[src/rtl/target_judge.sv]
// ----------------------------------------------------------------------------
// target_judge
//   Arms a random target box, then judges sensor contacts against it:
//   a debounced contact on the target is a hit (sound + score), a contact on
//   another box is a wrong press, and an expired window is a miss. A dead-time
//   gap separates consecutive targets.
//
// Ports
//   CLOCK_50     in   sole clock, rising edge
//   resetn       in   asynchronous active-low reset (release synchronised)
//   start_game   in   game-run level; 0 aborts back to IDLE
//   lfsr_value   in   [2:0] pseudo-random target candidate
//   box_address  in   [2:0] sensor box index, 0 = no contact
//   target_box   out  [2:0] current target (1..6) while target_valid
//   target_valid out  a target is armed
//   hit_pulse    out  one-cycle strobe: target hit
//   wrong_pulse  out  one-cycle strobe: non-target box hit
//   miss_pulse   out  one-cycle strobe: window expired
//   play_sound   out  audio enable, held after a hit
//   hit_count    out  [10:0] hits since game start, saturating
//
// Configuration
//   TARGET_NO_REPEAT_EN  when defined, a new target never equals the previous
//                        one (fallback target is 1, or 2 if previous was 1).
// ----------------------------------------------------------------------------
module target_judge #(
    parameter int WINDOW_CYCLES   = 25000000,
    parameter int DEBOUNCE_CYCLES = 4,
    parameter int SOUND_CYCLES    = 5000000,
    parameter int GAP_CYCLES      = 12500000
) (
    input  logic        CLOCK_50,
    input  logic        resetn,
    input  logic        start_game,
    input  logic [2:0]  lfsr_value,
    input  logic [2:0]  box_address,
    output logic [2:0]  target_box,
    output logic        target_valid,
    output logic        hit_pulse,
    output logic        wrong_pulse,
    output logic        miss_pulse,
    output logic        play_sound,
    output logic [10:0] hit_count
);

    localparam int WIN_W = $clog2(WINDOW_CYCLES + 1);
    localparam int DB_W  = $clog2(DEBOUNCE_CYCLES + 1);
    localparam int SND_W = $clog2(SOUND_CYCLES + 1);
    localparam int GAP_W = $clog2(GAP_CYCLES + 1);

    typedef enum logic [2:0] {IDLE, LOAD, ARMED, HIT_HOLD, GAP} state_t;

    // Reset asserts asynchronously, releases two clock edges later.
    logic [1:0] rst_sync;
    logic       rst_n;

    always_ff @(posedge CLOCK_50 or negedge resetn) begin
        if (!resetn) rst_sync <= 2'b00;
        else         rst_sync <= {rst_sync[0], 1'b1};
    end
    assign rst_n = rst_sync[1];

    state_t             state;
    logic [2:0]         retry_cnt;
    logic [WIN_W-1:0]   win_cnt;
    logic [SND_W-1:0]   snd_cnt;
    logic [GAP_W-1:0]   gap_cnt;
    logic               sound_reg;

    // Debouncer state
    logic [2:0]         sample;
    logic [DB_W-1:0]    db_cnt;
    logic               accept;
    logic [2:0]         accept_val;

    logic               cand_ok;
    logic [2:0]         fallback;
    logic               load_done;
    logic               debounced_zero;

    always_comb begin
        cand_ok  = (lfsr_value != 3'd0) && (lfsr_value != 3'd7);
        fallback = 3'd1;
`ifdef TARGET_NO_REPEAT_EN
        // target_box still holds the previous target while in LOAD.
        cand_ok  = cand_ok && (lfsr_value != target_box);
        fallback = (target_box == 3'd1) ? 3'd2 : 3'd1;
`endif
        // The 8th consecutive reject forces the fallback target.
        load_done = (state == LOAD) && start_game && (cand_ok || retry_cnt == 3'd7);
    end

    assign debounced_zero = (sample == 3'd0) && (db_cnt == DB_W'(DEBOUNCE_CYCLES));

    // Debounce: accept a value once when it has been seen DEBOUNCE_CYCLES
    // times in a row; the count saturates so it is not accepted again until
    // the input changes.
    always_ff @(posedge CLOCK_50 or negedge rst_n) begin
        if (!rst_n) begin
            sample     <= 3'd0;
            db_cnt     <= '0;
            accept     <= 1'b0;
            accept_val <= 3'd0;
        end else begin
            sample <= box_address;
            accept <= 1'b0;
            if (load_done) begin
                db_cnt <= '0;
            end else if (box_address != sample) begin
                db_cnt     <= DB_W'(1);
                accept     <= (DEBOUNCE_CYCLES == 1);
                accept_val <= box_address;
            end else if (db_cnt != DB_W'(DEBOUNCE_CYCLES)) begin
                db_cnt     <= db_cnt + DB_W'(1);
                accept     <= (db_cnt == DB_W'(DEBOUNCE_CYCLES - 1));
                accept_val <= box_address;
            end
        end
    end

    always_ff @(posedge CLOCK_50 or negedge rst_n) begin
        if (!rst_n) begin
            state        <= IDLE;
            retry_cnt    <= 3'd0;
            win_cnt      <= '0;
            snd_cnt      <= '0;
            gap_cnt      <= '0;
            sound_reg    <= 1'b0;
            target_box   <= 3'd0;
            target_valid <= 1'b0;
            hit_pulse    <= 1'b0;
            wrong_pulse  <= 1'b0;
            miss_pulse   <= 1'b0;
            hit_count    <= 11'd0;
        end else begin
            hit_pulse   <= 1'b0;
            wrong_pulse <= 1'b0;
            miss_pulse  <= 1'b0;
            if (state != IDLE && !start_game) begin
                // Abort: everything back to the idle picture, no strobes.
                state        <= IDLE;
                retry_cnt    <= 3'd0;
                win_cnt      <= '0;
                snd_cnt      <= '0;
                gap_cnt      <= '0;
                sound_reg    <= 1'b0;
                target_box   <= 3'd0;
                target_valid <= 1'b0;
                hit_count    <= 11'd0;
            end else begin
                case (state)
                    IDLE: begin
                        if (start_game) begin
                            state     <= LOAD;
                            retry_cnt <= 3'd0;
                            hit_count <= 11'd0;
                        end
                    end
                    LOAD: begin
                        if (load_done) begin
                            target_box   <= cand_ok ? lfsr_value : fallback;
                            target_valid <= 1'b1;
                            win_cnt      <= '0;
                            retry_cnt    <= 3'd0;
                            state        <= ARMED;
                        end else begin
                            retry_cnt <= retry_cnt + 3'd1;
                        end
                    end
                    ARMED: begin
                        // Hit outranks expiry; expiry outranks a wrong press.
                        if (accept && accept_val == target_box) begin
                            hit_pulse    <= 1'b1;
                            if (hit_count != 11'h7FF) hit_count <= hit_count + 11'd1;
                            target_valid <= 1'b0;
                            sound_reg    <= 1'b1;
                            snd_cnt      <= '0;
                            state        <= HIT_HOLD;
                        end else if (win_cnt == WIN_W'(WINDOW_CYCLES - 1)) begin
                            miss_pulse   <= 1'b1;
                            target_valid <= 1'b0;
                            gap_cnt      <= '0;
                            state        <= GAP;
                        end else begin
                            win_cnt <= win_cnt + WIN_W'(1);
                            if (accept && accept_val != 3'd0) wrong_pulse <= 1'b1;
                        end
                    end
                    HIT_HOLD: begin
                        if (snd_cnt == SND_W'(SOUND_CYCLES - 1)) begin
                            sound_reg <= 1'b0;
                            gap_cnt   <= '0;
                            state     <= GAP;
                        end else begin
                            snd_cnt <= snd_cnt + SND_W'(1);
                        end
                    end
                    GAP: begin
                        if (gap_cnt != GAP_W'(GAP_CYCLES - 1)) begin
                            gap_cnt <= gap_cnt + GAP_W'(1);
                        end else if (debounced_zero) begin
                            retry_cnt <= 3'd0;
                            state     <= LOAD;
                        end
                    end
                    default: state <= IDLE;
                endcase
            end
        end
    end

    // Sound must cut out the moment the game is stopped, not one edge later.
    assign play_sound = sound_reg & start_game;

endmodule

[config.mk]
export PLATFORM = sky130hd
export DESIGN_NAME = target_judge
export DESIGN_NICKNAME = d
export VERILOG_FILES = /design/src/rtl/target_judge.sv
export SDC_FILE = /design/constraint.sdc
export NUM_CORES = 1
export LEC_CHECK = 0
export BUFFER_PORTS_ARGS = -buffer_cell sky130_fd_sc_hd__buf_2
export CORE_MARGIN = 2
export CORE_UTILIZATION = 60
export CTS_CLUSTER_SIZE = 20
export DETAILED_ROUTE_END_ITERATION = 12
export PLACE_DENSITY = 0.78
export SLEW_MARGIN = 20
export SYNTH_ARGS = -nofsm -noshare
export SYNTH_HDL_FRONTEND = slang
export SYNTH_SLANG_ARGS = --single-unit
[constraint.sdc]
create_clock -name CLOCK_50 -period 10.6 [get_ports CLOCK_50]
set_clock_uncertainty 0.15 [all_clocks]
set_input_delay 2.12 -clock CLOCK_50 [delete_from_list [all_inputs] [get_ports CLOCK_50]]
set_output_delay 2.12 -clock CLOCK_50 [all_outputs]
set_load 0.01 [all_outputs]
==> results of run 1 <==
## final cells by class
| type | instances | area [um^2] |
|---|---|---|
| multi-input cells | 530 | 3152 |
| clock buffers | 11 | 131.4 |
| flip-flops and latches | 109 | 2731 |
| clock inverters | 5 | 75.07 |
| inverters | 16 | 60.06 |
| repair buffers | 30 | 161.4 |
| fillers | 839 | 3342 |
| well taps | 133 | 166.4 |
## metrics by stage
stage | hold slack (ns) | util
3_3_place_gp | 0.07386 | 0.6383
4_1_cts | 0.08668 | 0.6593
3_5_place_dp | 0.08171 | 0.6383
6_report | 0.07045 | 0.6597
5_1_grt | 0.1114 | 0.6597
2_1_floorplan | 0.1812 | -
## kinds of logic (layout without fill, tap and decap cells)
family,count (synthesis),count (layout),share of synthesized area
simple gates,306,306,0.2707
compound gates,186,186,0.1846
flops,109,109,0.4477
buf+inv,44,62,0.03491
xor+xnor,20,20,0.02875
fa+ha+maj,9,9,0.01848
mux,8,8,0.01417
other cells,1,1,0.0006156
## per-layer routing
metal / up-vias / GRT usage / wire length (um) / part of all wire
met2: 187 / 0.4151 / 6419 / 0.47
li1: 2529 / - / - / -
met1: 2552 / 0.3596 / 6300 / 0.46
met4: 0 / 0.06286 / 96 / 0.0070
met5: - / 0 / 0 / 0
met3: 8 / 0.06238 / 805 / 0.059
## synth_stat cells (all sizes together), types with 4 or more instances
| cell type | number |
|---|---|
| o21ai | 77 |
| or2 | 5 |
| buf | 11 |
| nand4 | 20 |
| nand2b | 8 |
| a41oi | 5 |
| and3 | 11 |
| a21oi | 50 |
| nor3b | 5 |
| nand3 | 40 |
| nor4 | 16 |
| nand2 | 56 |
| a22o | 4 |
| o31ai | 8 |
| nor2 | 86 |
| and4 | 8 |
| dfrtp | 109 |
| ha | 9 |
| inv | 16 |
| or3 | 10 |
| nor4b | 4 |
| and2 | 8 |
| xnor2 | 20 |
| nor3 | 17 |
| mux2 | 5 |
| a31oi | 19 |
| clkbuf | 17 |
## path summary, 6_finish.rpt
check                                           start                      end  slack [ns]  depth (start not counted)
max in group asynchronous                      resetn    rst_sync[1]$_DFF_PN0_        8.84                          1
worst min register to register  rst_sync[1]$_DFF_PN0_  win_cnt[18]$_DFFE_PN0P_        0.07                          0
worst max-delay path                       start_game               play_sound        5.64                          3
min in group CLOCK_50           rst_sync[0]$_DFF_PN0_    rst_sync[1]$_DFF_PN0_        0.21                          0
worst min-delay path            rst_sync[1]$_DFF_PN0_  win_cnt[18]$_DFFE_PN0P_        0.07                          0
worst max register to register   state[0]$_DFFE_PN0P_  win_cnt[23]$_DFFE_PN0P_        7.58                          6
## critical path, cell delays in order
cell and delay (ns):
buf_2 0.24, and2_1 0.19, buf_2 0.14
## power groups by stage
stage               clock network, mW  logic, mW  registers (mW)
floorplan                           0      0.237           0.471
global placement                    0      0.268           0.482
detailed placement                  0      0.278           0.484
CTS                             0.278      0.279           0.476
global route                    0.296      0.313           0.481
finish                          0.272      0.281           0.476
==> flow_metrics.py, run 1 <==
metrics = {
    "outcome": {
        "status": "complete, no violations",
    },
    "grt": {
        "antenna_found_initial": 0,
        "grt_use_total": 0.2600,
        "grt_pass1_vias": 4953,
        "grt_pass1_wl_um": 23490,
        "grt_max_degree": 85,
        "grt_overflow": 0,
    },
    "die": {
        "die_area_mm2": 0.01098,
        "die_y_um": 104.8,
        "start_util": 0.6204,
        "coreArea_mm2": 0.009819,
        "dieWidth_um": 104.8,
        "pin_count": 28,
        "rows": 36,
    },
    "sta": {
        "hold_violations": 0,
        "maxSlewHeadroom": 0.2929,
        "timing.final.crit_share": 0.4681,
        "max_freq_ghz": 0.2015,
        "setup_violations": 0,
        "setup_tns_ns": 0,
        "finalMaxSlewViolations": 0,
        "grt_setup_unrepaired": "no",
        "worst_pin_slew_ns": 1.049,
        "worst_slack_ns": 5.638,
        "min_period_ns": 4.962,
    },
    "final_layout": {
        "diodes": 0,
        "stdcell_count": 834,
        "fin_nets": 714,
        "syn_to_final_growth_pct": 6.326,
        "reg_top3": "win_cnt (25), gap_cnt (24), snd_cnt (23)",
        "final_common_cell": "dfrtp_1",
        "fin_area_mm2": 0.006477,
        "largest_reg_flops": 25,
        "final_cell_mix": "dfrtp_1, nor2_1, o21ai_0",
        "drive_gt1_frac": 0.1070,
        "top_register": "win_cnt",
    },
    "power": {
        "p_total_mw": 1.030,
        "leakagePower_nw": 2.654,
        "p_int_uw": 658.4,
        "pwr_density_cell_mw_per_mm2": 159.0,
        "pwr-share-comb": 0.273,
        "p_sw_uw": 371.4,
        "seqPwrFrac": 0.463,
        "pwr-share-clk": 0.264,
        "vdd_drop_max_v": 0.0001193,
        "swShare": 0.3607,
    },
    "cts": {
        "clkTransAtPathRegs_ns": 0.10,
        "cts_tree": "yes",
        "ctsResizeCount": 0,
        "post_cts_buffers": 0,
        "cts_made_buffers": 9,
        "clock-root-buffer": "clkbuf_8",
        "htree_levels": 3,
        "clockBufferDepth": 2,
        "cts_sinks": 109,
        "clk_latency_ns": 0.39,
        "hold_buffers": 0,
    },
    "synth": {
        "yosysTopAreaCell": "dfrtp_1",
        "netlist_area_mm2": 0.006092,
        "synth_nets": 701,
        "synth_edf_count": 0,
        "synth_top_area_share": 0.4477,
        "yosysUniqueCellTypes": 71,
        "postSynthCellCount": 683,
        "async_flop_share": 1.000,
        "ys_ff_latch": 109,
        "avgSynthCellArea_um2": 8.920,
        "synth_area_leaders": "dfrtp_1, o21ai_0, nor2_1, a21oi_1, nand2_1",
        "ys_seq_area_frac": 0.4477,
        "yosysWarnings": 0,
        "synth_flop_cell": "dfrtp_1",
    },
    "drt": {
        "num_vias": 5276,
        "first_iter_violations": 458,
        "ant_nets": 0,
        "remaining_drc_errors": 0,
        "routedWlPerCell_um": 16.33,
        "viasPerCell": 6.326,
        "totalWireLength_um": 13620,
        "dr.pass1.iters": 5,
    },
    "place": {
        "place_ws_ns": 5.653,
        "io_buffers": 27,
        "dpl_cell_area_mm2": 0.006267,
        "gp_congestion": 0.9474,
        "dp.cells": 818,
        "dpl.hpwl_um": 9341,
    },
    "setup_path": {
        "startpoint_type": "input pin",
        "critPathKind": "in -> out",
        "required_ns": 8.33,
        "arrival_ns": 2.69,
        "cp-end-kind": "output pin",
        "cp_max_fo": 17,
    },
    "hold_path": {
        "holdCritPathClass": "reg -> async",
    },
    "run": {
        "cap_violations": 0,
    },
}
Power figures use the tool's default switching activity.
==> run 2, diff against run 1 <==
--- a/config.mk
+++ b/config.mk
@@ -7,10 +7,10 @@
 export LEC_CHECK = 0
 export BUFFER_PORTS_ARGS = -buffer_cell sky130_fd_sc_hd__buf_2
 export CORE_MARGIN = 2
-export CORE_UTILIZATION = 60
+export CORE_UTILIZATION = 56
 export CTS_CLUSTER_SIZE = 20
 export DETAILED_ROUTE_END_ITERATION = 12
-export PLACE_DENSITY = 0.78
+export PLACE_DENSITY = 0.77
 export SLEW_MARGIN = 20
 export SYNTH_ARGS = -nofsm -noshare
 export SYNTH_HDL_FRONTEND = slang
==> constraint.sdc (replaced) <==
create_clock -name CLOCK_50 -period 4.3 [get_ports CLOCK_50]
set_clock_uncertainty 0.15 [all_clocks]
set_input_delay 0.86 -clock CLOCK_50 [delete_from_list [all_inputs] [get_ports CLOCK_50]]
set_output_delay 0.86 -clock CLOCK_50 [all_outputs]
set_load 0.01 [all_outputs]
==> run 2 against run 1 <==
Effect of this change: combinational power grew 140%; routed wire length up 2.1%; sequential share of layout area shrank 0.16 points; cell area rose by 0.39%; critical path depth grew 4; first-iteration DRC count is 11% higher; power up 150%; worst hold slack better by 0.014 ns; worst setup slack worse by 4.3 ns; non-clock buffer count rose by 2; via count up 1.6%; critical path type is now reg -> reg; critical endpoint is now gap_cnt[4]$_DFFE_PN0P_.
==> flow_metrics.py, run 2 (synthesized netlist as in run 1, its figures left out) <==
metrics = {
    "cts": {
        "cts_sinks": 109,
        "clkTransAtPathRegs_ns": 0.10,
        "htree_levels": 3,
        "hold_buffers": 0,
        "ctsResizeCount": 0,
        "clk_latency_ns": 0.39,
        "clock-root-buffer": "clkbuf_8",
        "cts_tree": "yes",
        "cts_made_buffers": 9,
        "clockBufferDepth": 2,
        "post_cts_buffers": 0,
    },
    "die": {
        "die_y_um": 108.3,
        "pin_count": 28,
        "coreArea_mm2": 0.01075,
        "rows": 38,
        "start_util": 0.5670,
        "die_area_mm2": 0.01173,
        "dieWidth_um": 108.3,
    },
    "place": {
        "place_ws_ns": 1.079,
        "io_buffers": 27,
        "gp_congestion": 0.9049,
        "dpl.hpwl_um": 9566,
    },
    "setup_path": {
        "critPathSlowestCell": "dfrtp_1",
        "crit_start": "snd_cnt[17]$_DFFE_PN0P_",
        "required_ns": 4.41,
        "arrival_ns": 3.05,
        "ff2ff_path_depth": 7,
        "r2r_setup_slack_ns": 1.36,
        "startpoint_type": "flip-flop",
        "rr_startpoint": "snd_cnt[17]$_DFFE_PN0P_",
        "cp_max_fo": 11,
        "max_stage_delay_ns": 0.46,
        "crit_top_cell": "a31oi_1",
        "critPathKind": "reg -> reg",
        "cp-end-kind": "flip-flop",
        "path_cells": "nor4_1 -> nand4_2 -> nor4_4 -> o211ai_1 -> buf_4 -> a31oi_1 -> a31oi_1",
        "worstSetupEndpoint": "gap_cnt[4]$_DFFE_PN0P_",
        "regToRegEndpoint": "gap_cnt[4]$_DFFE_PN0P_",
    },
    "drt": {
        "num_vias": 5358,
        "routedWlPerCell_um": 16.50,
        "totalWireLength_um": 13910,
        "remaining_drc_errors": 0,
        "ant_nets": 0,
        "dr.pass1.iters": 6,
        "viasPerCell": 6.356,
        "first_iter_violations": 508,
    },
    "run": {
        "cap_violations": 0,
    },
    "power": {
        "vdd_drop_max_v": 0.0002826,
        "pwr_density_cell_mw_per_mm2": 390.3,
        "p_sw_uw": 921.9,
        "p_int_mw": 1.616,
        "swShare": 0.3632,
        "leakagePower_nw": 2.660,
        "p_total_mw": 2.538,
        "pwr-share-comb": 0.270,
        "pwr-share-clk": 0.264,
        "seqPwrFrac": 0.466,
    },
    "sta": {
        "worst_pin_slew_ns": 1.140,
        "hold_violations": 0,
        "setup_violations": 0,
        "min_period_ns": 2.945,
        "finalMaxSlewViolations": 0,
        "grt_setup_unrepaired": "no",
        "maxSlewHeadroom": 0.2323,
        "max_freq_ghz": 0.3396,
        "timing.final.crit_share": 0.6849,
        "setup_tns_ns": 0,
        "worst_slack_ns": 1.355,
    },
    "final_layout": {
        "syn_to_final_growth_pct": 6.737,
        "final_cell_mix": "dfrtp_1, nor2_1, o21ai_0",
        "fin_nets": 716,
        "finalCoreUtilization": 0.6051,
        "largest_reg_flops": 25,
        "diodes": 0,
        "drive_gt1_frac": 0.1110,
        "top_register": "win_cnt",
        "final_common_cell": "dfrtp_1",
        "reg_top3": "win_cnt (25), gap_cnt (24), snd_cnt (23)",
    },
    "grt": {
        "antenna_found_initial": 0,
        "grt_use_total": 0.2541,
        "grt_pass1_wl_um": 23690,
        "grt_pass1_vias": 4989,
        "grt_max_degree": 73,
        "grt_overflow": 0,
    },
    "outcome": {
        "status": "complete, no violations",
    },
    "hold_path": {
        "holdCritPathClass": "in -> async",
    },
}
run 2: changes by cell type in the layout (fill, tap and decap cells not counted), sizes merged:
cell	change
buf	+2
bufinv	-1
clkbuf	+2
clkinv	-2
clkinvlp	+1
run 2: worst min-delay path by stage:
stage                                startpoint                    end  depth (start not counted)
final                                    resetn  rst_sync[1]$_DFF_PN0_                          1
after floorplan           rst_sync[0]$_DFF_PN0_  rst_sync[1]$_DFF_PN0_                          0
after global placement    rst_sync[0]$_DFF_PN0_  rst_sync[1]$_DFF_PN0_                          0
after global routing                     resetn  rst_sync[1]$_DFF_PN0_                          1
after CTS                                resetn  rst_sync[1]$_DFF_PN0_                          1
after detailed placement  rst_sync[0]$_DFF_PN0_  rst_sync[1]$_DFF_PN0_                          0
run 2: metal layers:
metal  track usage  part of all wire
met1        0.3606              0.46
met2        0.3913              0.47
met3       0.03737             0.056
met5             0                 0
met4        0.1071             0.015
run 2: critical path, delay by kind of cell (launching register included):
family | cells | cell delay (ns)
AO/OA/AOI/OAI | 3 | 0.89
buffers and inverters | 1 | 0.32
flip-flops | 1 | 0.46
AND/OR/NAND/NOR | 3 | 0.99
run 2: per-stage QoR:
stage / area (um^2) / instances / hold slack (ns)
5_1_grt: 6502 / 843 / 0.07388
6_report: 6502 / 843 / 0.08421
3_5_place_dp: 6291 / 827 / 0.1855
4_1_cts: 6502 / 843 / 0.07346
2_1_floorplan: 6092 / 683 / 0.1812
3_3_place_gp: 6291 / 827 / 0.1943
run 2: power groups by stage:
stage | logic [mW] | registers (mW) | clock network, mW
4_1_cts | 0.675 | 1.18 | 0.679
2_1_floorplan | 0.584 | 1.16 | 0
3_3_place_gp | 0.650 | 1.20 | 0
5_1_grt | 0.763 | 1.20 | 0.722
6_report | 0.685 | 1.18 | 0.670
3_5_place_dp | 0.671 | 1.20 | 0
run 2: area by class of cell:
type	count	area, um^2
timing repair buffer	32	172.7
clock inverter	3	42.54
sequential	109	2731
inverter	16	60.06
tap	140	175.2
fill	933	4243
multi-input combinational	530	3152
clock buffer	13	168.9
